--- src/rtl/wishbone_pkg.sv ---
// Shared Wishbone bus types: the 69-bit request word exchanged between the
// master and slave transactors and the bus field widths.
package wishbone_pkg;

  localparam int WB_ADR_W = 32;
  localparam int WB_DAT_W = 32;
  localparam int WB_SEL_W = 4;

  typedef struct packed {
    logic                we;
    logic [WB_SEL_W-1:0] sel;
    logic [WB_ADR_W-1:0] adr;
    logic [WB_DAT_W-1:0] dat;
  } wb_req_t;

  localparam int WB_REQ_W = $bits(wb_req_t);

endpackage

--- src/rtl/wb_sync_fifo.sv ---
// Synchronous FIFO with a storage-register head (no fall-through) and a
// synchronous flush. DEPTH must be a power of two so pointers wrap naturally.
module wb_sync_fifo #(
  parameter type T     = logic,
  parameter int  DEPTH = 8
) (
  input  logic                       CLK,
  input  logic                       RST_N,
  input  logic                       flush,
  input  logic                       push,
  input  T                           din,
  input  logic                       pop,
  output T                           dout,
  output logic                       full,
  output logic                       empty,
  output logic [$clog2(DEPTH+1)-1:0] count
);

  localparam int AW = (DEPTH > 1) ? $clog2(DEPTH) : 1;
  localparam int CW = $clog2(DEPTH+1);

  T              mem_q [DEPTH];
  T              mem_d [DEPTH];
  logic [AW-1:0] wr_ptr_q, wr_ptr_d;
  logic [AW-1:0] rd_ptr_q, rd_ptr_d;
  logic [CW-1:0] count_q, count_d;
  logic          do_push, do_pop;

  assign empty   = (count_q == '0);
  assign full    = (count_q == CW'(DEPTH));
  assign count   = count_q;
  assign dout    = mem_q[rd_ptr_q];
  assign do_pop  = pop && !empty;
  // A push into a full FIFO is fine when the head leaves in the same cycle.
  assign do_push = push && (!full || do_pop);

  always_comb begin
    mem_d    = mem_q;
    wr_ptr_d = wr_ptr_q;
    rd_ptr_d = rd_ptr_q;
    count_d  = count_q;
    if (flush) begin
      wr_ptr_d = '0;
      rd_ptr_d = '0;
      count_d  = '0;
    end else begin
      if (do_push) begin
        mem_d[wr_ptr_q] = din;
        wr_ptr_d        = wr_ptr_q + 1'b1;
      end
      if (do_pop) rd_ptr_d = rd_ptr_q + 1'b1;
      count_d = count_q + CW'(do_push) - CW'(do_pop);
    end
  end

  always_ff @(posedge CLK) begin
    if (!RST_N) begin
      wr_ptr_q <= '0;
      rd_ptr_q <= '0;
      count_q  <= '0;
    end else begin
      wr_ptr_q <= wr_ptr_d;
      rd_ptr_q <= rd_ptr_d;
      count_q  <= count_d;
    end
  end

  always_ff @(posedge CLK) mem_q <= mem_d;

endmodule

--- src/rtl/wishbone_slave_xactor.sv ---
// Pipelined Wishbone B4 slave: turns accepted strobes into an in-order client
// request stream and client responses back into single-cycle ACKs.
module wishbone_slave_xactor
  import wishbone_pkg::*;
#(
  parameter int MAX_OUTSTANDING = 8
) (
  input  logic                CLK,
  input  logic                RST_N,
  input  logic                CYC_I,
  input  logic                STB_I,
  input  logic                WE_I,
  input  logic [WB_ADR_W-1:0] ADR_I,
  input  logic [WB_SEL_W-1:0] SEL_I,
  input  logic [WB_DAT_W-1:0] DAT_I,
  output logic                STALL_O,
  output logic                ACK_O,
  output logic [WB_DAT_W-1:0] DAT_O,
  output logic [WB_REQ_W-1:0] client_request_get,
  output logic                RDY_client_request_get,
  input  logic                EN_client_request_get,
  input  logic [WB_DAT_W-1:0] client_response_put,
  output logic                RDY_client_response_put,
  input  logic                EN_client_response_put
);

  localparam int CW = $clog2(MAX_OUTSTANDING+1);

  logic [CW-1:0]       qcnt, total;
  logic [CW-1:0]       inflight_q, inflight_d;
  logic [CW-1:0]       drop_q, drop_d;
  logic                ack_q, ack_d;
  logic [WB_DAT_W-1:0] dat_q, dat_d;
  logic                accept, deq, put, fifo_empty, unused_fifo_full;
  wb_req_t             req, head;

  assign total   = qcnt + inflight_q + drop_q;
  // Stall depends only on registered counters, never on STB_I.
  assign STALL_O = !RST_N || (total == CW'(MAX_OUTSTANDING));
  assign accept  = CYC_I && STB_I && !STALL_O;
  assign deq     = EN_client_request_get;
  assign put     = EN_client_response_put;
  assign req     = '{we: WE_I, sel: SEL_I, adr: ADR_I, dat: DAT_I};

  wb_sync_fifo #(
    .T     (wb_req_t),
    .DEPTH (MAX_OUTSTANDING)
  ) u_req_fifo (
    .CLK   (CLK),
    .RST_N (RST_N),
    .flush (!CYC_I),
    .push  (accept),
    .din   (req),
    .pop   (deq),
    .dout  (head),
    .full  (unused_fifo_full),
    .empty (fifo_empty),
    .count (qcnt)
  );

  assign client_request_get      = head;
  assign RDY_client_request_get  = RST_N && !fifo_empty;
  assign RDY_client_response_put = RST_N && ((inflight_q + drop_q) != '0);
  assign ACK_O                   = ack_q;
  assign DAT_O                   = dat_q;

  always_comb begin
    inflight_d = inflight_q;
    drop_d     = drop_q;
    ack_d      = 1'b0;
    dat_d      = dat_q;
    if (!CYC_I) begin
      // Abort: everything the client holds, including a same-cycle dequeue,
      // becomes a response owed but never acknowledged.
      drop_d     = drop_q + inflight_q + CW'(deq) - CW'(put);
      inflight_d = '0;
    end else if (put && (drop_q != '0)) begin
      drop_d     = drop_q - 1'b1;
      inflight_d = inflight_q + CW'(deq);
    end else begin
      inflight_d = inflight_q + CW'(deq) - CW'(put);
      ack_d      = put;
      if (put) dat_d = client_response_put;
    end
  end

  always_ff @(posedge CLK) begin
    if (!RST_N) begin
      inflight_q <= '0;
      drop_q     <= '0;
      ack_q      <= 1'b0;
      dat_q      <= '0;
    end else begin
      inflight_q <= inflight_d;
      drop_q     <= drop_d;
      ack_q      <= ack_d;
      dat_q      <= dat_d;
    end
  end

endmodule

--- config.mk ---
export PLATFORM = sky130hd
export DESIGN_NAME = wishbone_slave_xactor
export DESIGN_NICKNAME = d
export VERILOG_FILES = /design/src/rtl/wishbone_pkg.sv /design/src/rtl/wb_sync_fifo.sv /design/src/rtl/wishbone_slave_xactor.sv
export SDC_FILE = /design/constraint.sdc
export NUM_CORES = 1
export LEC_CHECK = 0
export CAP_MARGIN = 30
export CORE_MARGIN = 8
export CORE_UTILIZATION = 55
export DETAILED_ROUTE_END_ITERATION = 10
export GPL_TIMING_DRIVEN = 0
export PLACE_DENSITY = 0.77
export RECOVER_POWER = 100
export SLEW_MARGIN = 0
export SYNTH_ARGS = -nofsm -noshare
export SYNTH_HDL_FRONTEND = slang
export SYNTH_HIERARCHICAL = 1
export SYNTH_SLANG_ARGS = --single-unit
--- constraint.sdc ---
create_clock -name CLK -period 15 [get_ports CLK]
set_input_delay 2.25 -clock CLK [delete_from_list [all_inputs] [get_ports CLK]]
set_output_delay 2.25 -clock CLK [all_outputs]
set_load 0.02 [all_outputs]
==> run summary <==
Status: complete, but fails checks
Failing checks: max-capacitance violations, max-slew violations
Worst-Margin Slew: 2.118 ns
First-pass GRT wire length: 76160 um
Iter 0 DRT Violations: 1049
CP endpoint kind: register
Pre-CTS WS: 8.336 ns
# setup viols final: 0
Power per cell area: 131.7 nW/um^2
Placed insts: 1915
Cts hold-fix bufs: 0
Crit path buffers/inverters: 4
Crit path max-delay family: buffers and inverters
Top cell type's share of synthesized area: 71.00%
Final Hold Vio Count: 0
Final non-filler cell total: 2030
Total Routed Length: 50970 um
Ratio of cells with drive above 1 in the final layout: 21.28%
H-tree depth: 2
Drt wl/cell: 25.11 um
Worst skew pair latency: 0.61 ns
Count leader, synth: edfxtp_1
Remaining DRCs: 0
Crit path cell chain: dlygate4sd3_1 > and4_1 > o211ai_1 > nor2_1 > clkbuf_1 > clkbuf_1 > clkbuf_1
Area leader, netlist: edfxtp_1
Fin Setup TNS: 0 ns
I/O Pins: 212
Num CTS Buffers: 58
Max Transition Viols Final: 104
Top cell by count, worst path: clkbuf_1
Top post-synthesis cells by area: edfxtp_1 71%, mux4_2 13%, dfxtp_1 4.4%
Die W: 222.0 um
Chip height: 222.0 um
Synth async-reset ratio: 0%
Post-CTS Setup Bufs: 0
Placed cell area: 26880 sq um
Reg2reg setup slack: 7.08 ns
Min-delay worst type: register to register
Worst vdd ir: 97.71 uV
Critical Path Source Type: input pin
Avg Cell Area, Syn: 21.09 sq um
Net count after synthesis: 1242
Post-cts sizing count: 0
Yosys reg bits: 603
Top FF cell, synth: edfxtp_1
RSZ-0062 raised after global routing: false
Clock skew: 0.03025 ns
Relative slew slack: -41.75%
Min Tclk post-route: 8.084 ns
Fmax: 123.7 MHz
Critical Path RT: 15.20 ns
Critical path's largest stage delay: 1.60 ns
Largest net degree at the start of global routing: 23
Initial Util: 55.65%
Synth Instances: 1107
CP max-delay cell: nor2_1
Number of routed nets with antenna violations: 0
Post-Syn Area: 23340 sq um
Area growth, synth to finish: 20.77%
CP Max Fanout: 19
GRT overflow: 0
Avg Vias per Cell: 5.804
Worst path arrival time: 8.28 ns
Max cap viols: 6
Final instance area: 28190 sq um
Core ar.: 41950 sq um
Clock sink total: 603
CTS tree: built
Post-synth EDFFs: 552
Yosys warnings: 6
CP Class: input pin to register
Row count: 75
Gr usage total: 20.45%
# port buffers: 211
Core Util, Final: 67.22%
Netlist cell types: 49
Pre-antenna DRT Iters: 7
Clk root buf: clkbuf_16
DR vias: 11780
Seq/Total Area, Yosys: 75.38%
Hpwl dp: 34440 um
Commonest cells in the netlist: 552 x edfxtp_1, 138 x mux4_2, 77 x nand2_1, 70 x mux2_2, 51 x dfxtp_1
Nets@finish: 1572
P_leak: 0.009001 uW
Vias in the first global route: 12300
Initial antenna violation count: 16
Reg clk slew, reported paths: 0.06 ns
Final worst slack: 6.916 ns
Period utilisation layout: 53.90%
GPL Wtd Cong: 0.8182
Clk buf depth: 3
Overall die area: 49290 sq um
==> stage by stage <==
step | total power (uW) | hold WS, ns
floorplan | 2186 | 0.4969
global placement | 2350 | 0.4415
detailed placement | 2362 | 0.4488
CTS | 3769 | 0.4569
global route | 3848 | 0.4791
finish | 3714 | 0.4516
==> worst register-to-register path, cell delays in order (launching register included) <==
cell	delay (ns)
dfxtp_1	0.49
fa_1	0.47
ha_1	0.21
fa_1	0.44
xnor3_1	0.37
xnor2_1	0.13
or4_1	0.15
and4_1	0.34
o211ai_1	0.21
nor2_1	1.60
clkbuf_1	1.01
clkbuf_1	0.99
clkbuf_1	1.09
==> routing by layer <==
| layer | track usage, % | vias to the layer above | routed length, um |
|---|---|---|---|
| li1 | - | 5184 | - |
| met1 | 25.99 | 6114 | 19950 |
| met2 | 35.22 | 394 | 26850 |
| met3 | 4.298 | 79 | 3127 |
| met4 | 6.158 | 12 | 970 |
| met5 | 0 | - | 75 |
==> final timing paths <==
| kind | endpoint | start | cells past startpoint |
|---|---|---|---|
| max | u_req_fifo/mem_q[57] | RST_N | 7 |
| max reg2reg | u_req_fifo/mem_q[57] | inflight_q[1] | 12 |
| min reg2reg | DAT_O[22] | DAT_O[22] | 2 |
| min | DAT_O[22] | DAT_O[22] | 2 |
==> area by class of cell <==
type | instances | area (sq um)
Inverter | 19 | 71.32
Buffer | 49 | 272.8
Timing Repair Buffer | 270 | 2333
Fill cell | 2651 | 13750
Clock inverter | 36 | 317.8
Multi-Input combinational cell | 436 | 5379
Antenna cell | 6 | 15.01
Sequential cell | 603 | 17600
Clock buffer | 72 | 1534
Tap cell | 539 | 674.4
==> sequential cells by signal, summed over array words and instances (netlist names) <==
| signal | cells |
|---|---|
| DAT_O | 32 |
| u_req_fifo/rd_ptr_q | 3 |
| ACK_O | 1 |
| u_req_fifo/wr_ptr_q | 3 |
| inflight_q | 4 |
| u_req_fifo/mem_q | 552 |
| drop_q | 4 |
| u_req_fifo/count | 4 |
==> cell families (layout without fill, tap and decap cells) <==
| family | Yosys count | in the layout | synth area share, % |
|---|---|---|---|
| multiplexers | 211 | 211 | 16.82 |
| AND/OR/NAND/NOR | 122 | 122 | 2.407 |
| adder cells (fa/ha/maj) | 28 | 28 | 1.726 |
| XOR/XNOR | 12 | 12 | 0.5413 |
| AO/OA/AOI/OAI | 63 | 63 | 1.533 |
| buffers and inverters | 68 | 446 | 1.597 |
| flip-flops | 603 | 603 | 75.38 |
| other | 0 | 6 | 0 |
==> power by group <==
| group | switching [uW] | internal, uW | total (uW) |
|---|---|---|---|
| Combinational | 220 | 201 | 421 |
| Clock | 601 | 811 | 1410 |
| Sequential | 21.2 | 1860 | 1880 |
| Total | 842 | 2870 | 3710 |
==> cells in the final DEF, fill, tap and decap left out, types with 13 or more instances in the layout <==
| cell type | synthesis | routed |
|---|---|---|
| clkdlybuf4s50_1 | 0 | 43 |
| mux4_2 | 138 | 138 |
| dlygate4sd3_1 | 0 | 168 |
| ha_1 | 21 | 21 |
| nand2_1 | 77 | 77 |
| inv_1 | 17 | 18 |
| clkbuf_1 | 15 | 101 |
| edfxtp_1 | 552 | 552 |
| clkbuf_16 | 0 | 58 |
| dfxtp_1 | 51 | 51 |
| mux2_2 | 70 | 70 |
| a21oi_1 | 41 | 41 |
| clkinv_1 | 1 | 13 |
| clkinv_2 | 0 | 14 |
Note: power is estimated with default switching activity, not from simulation.
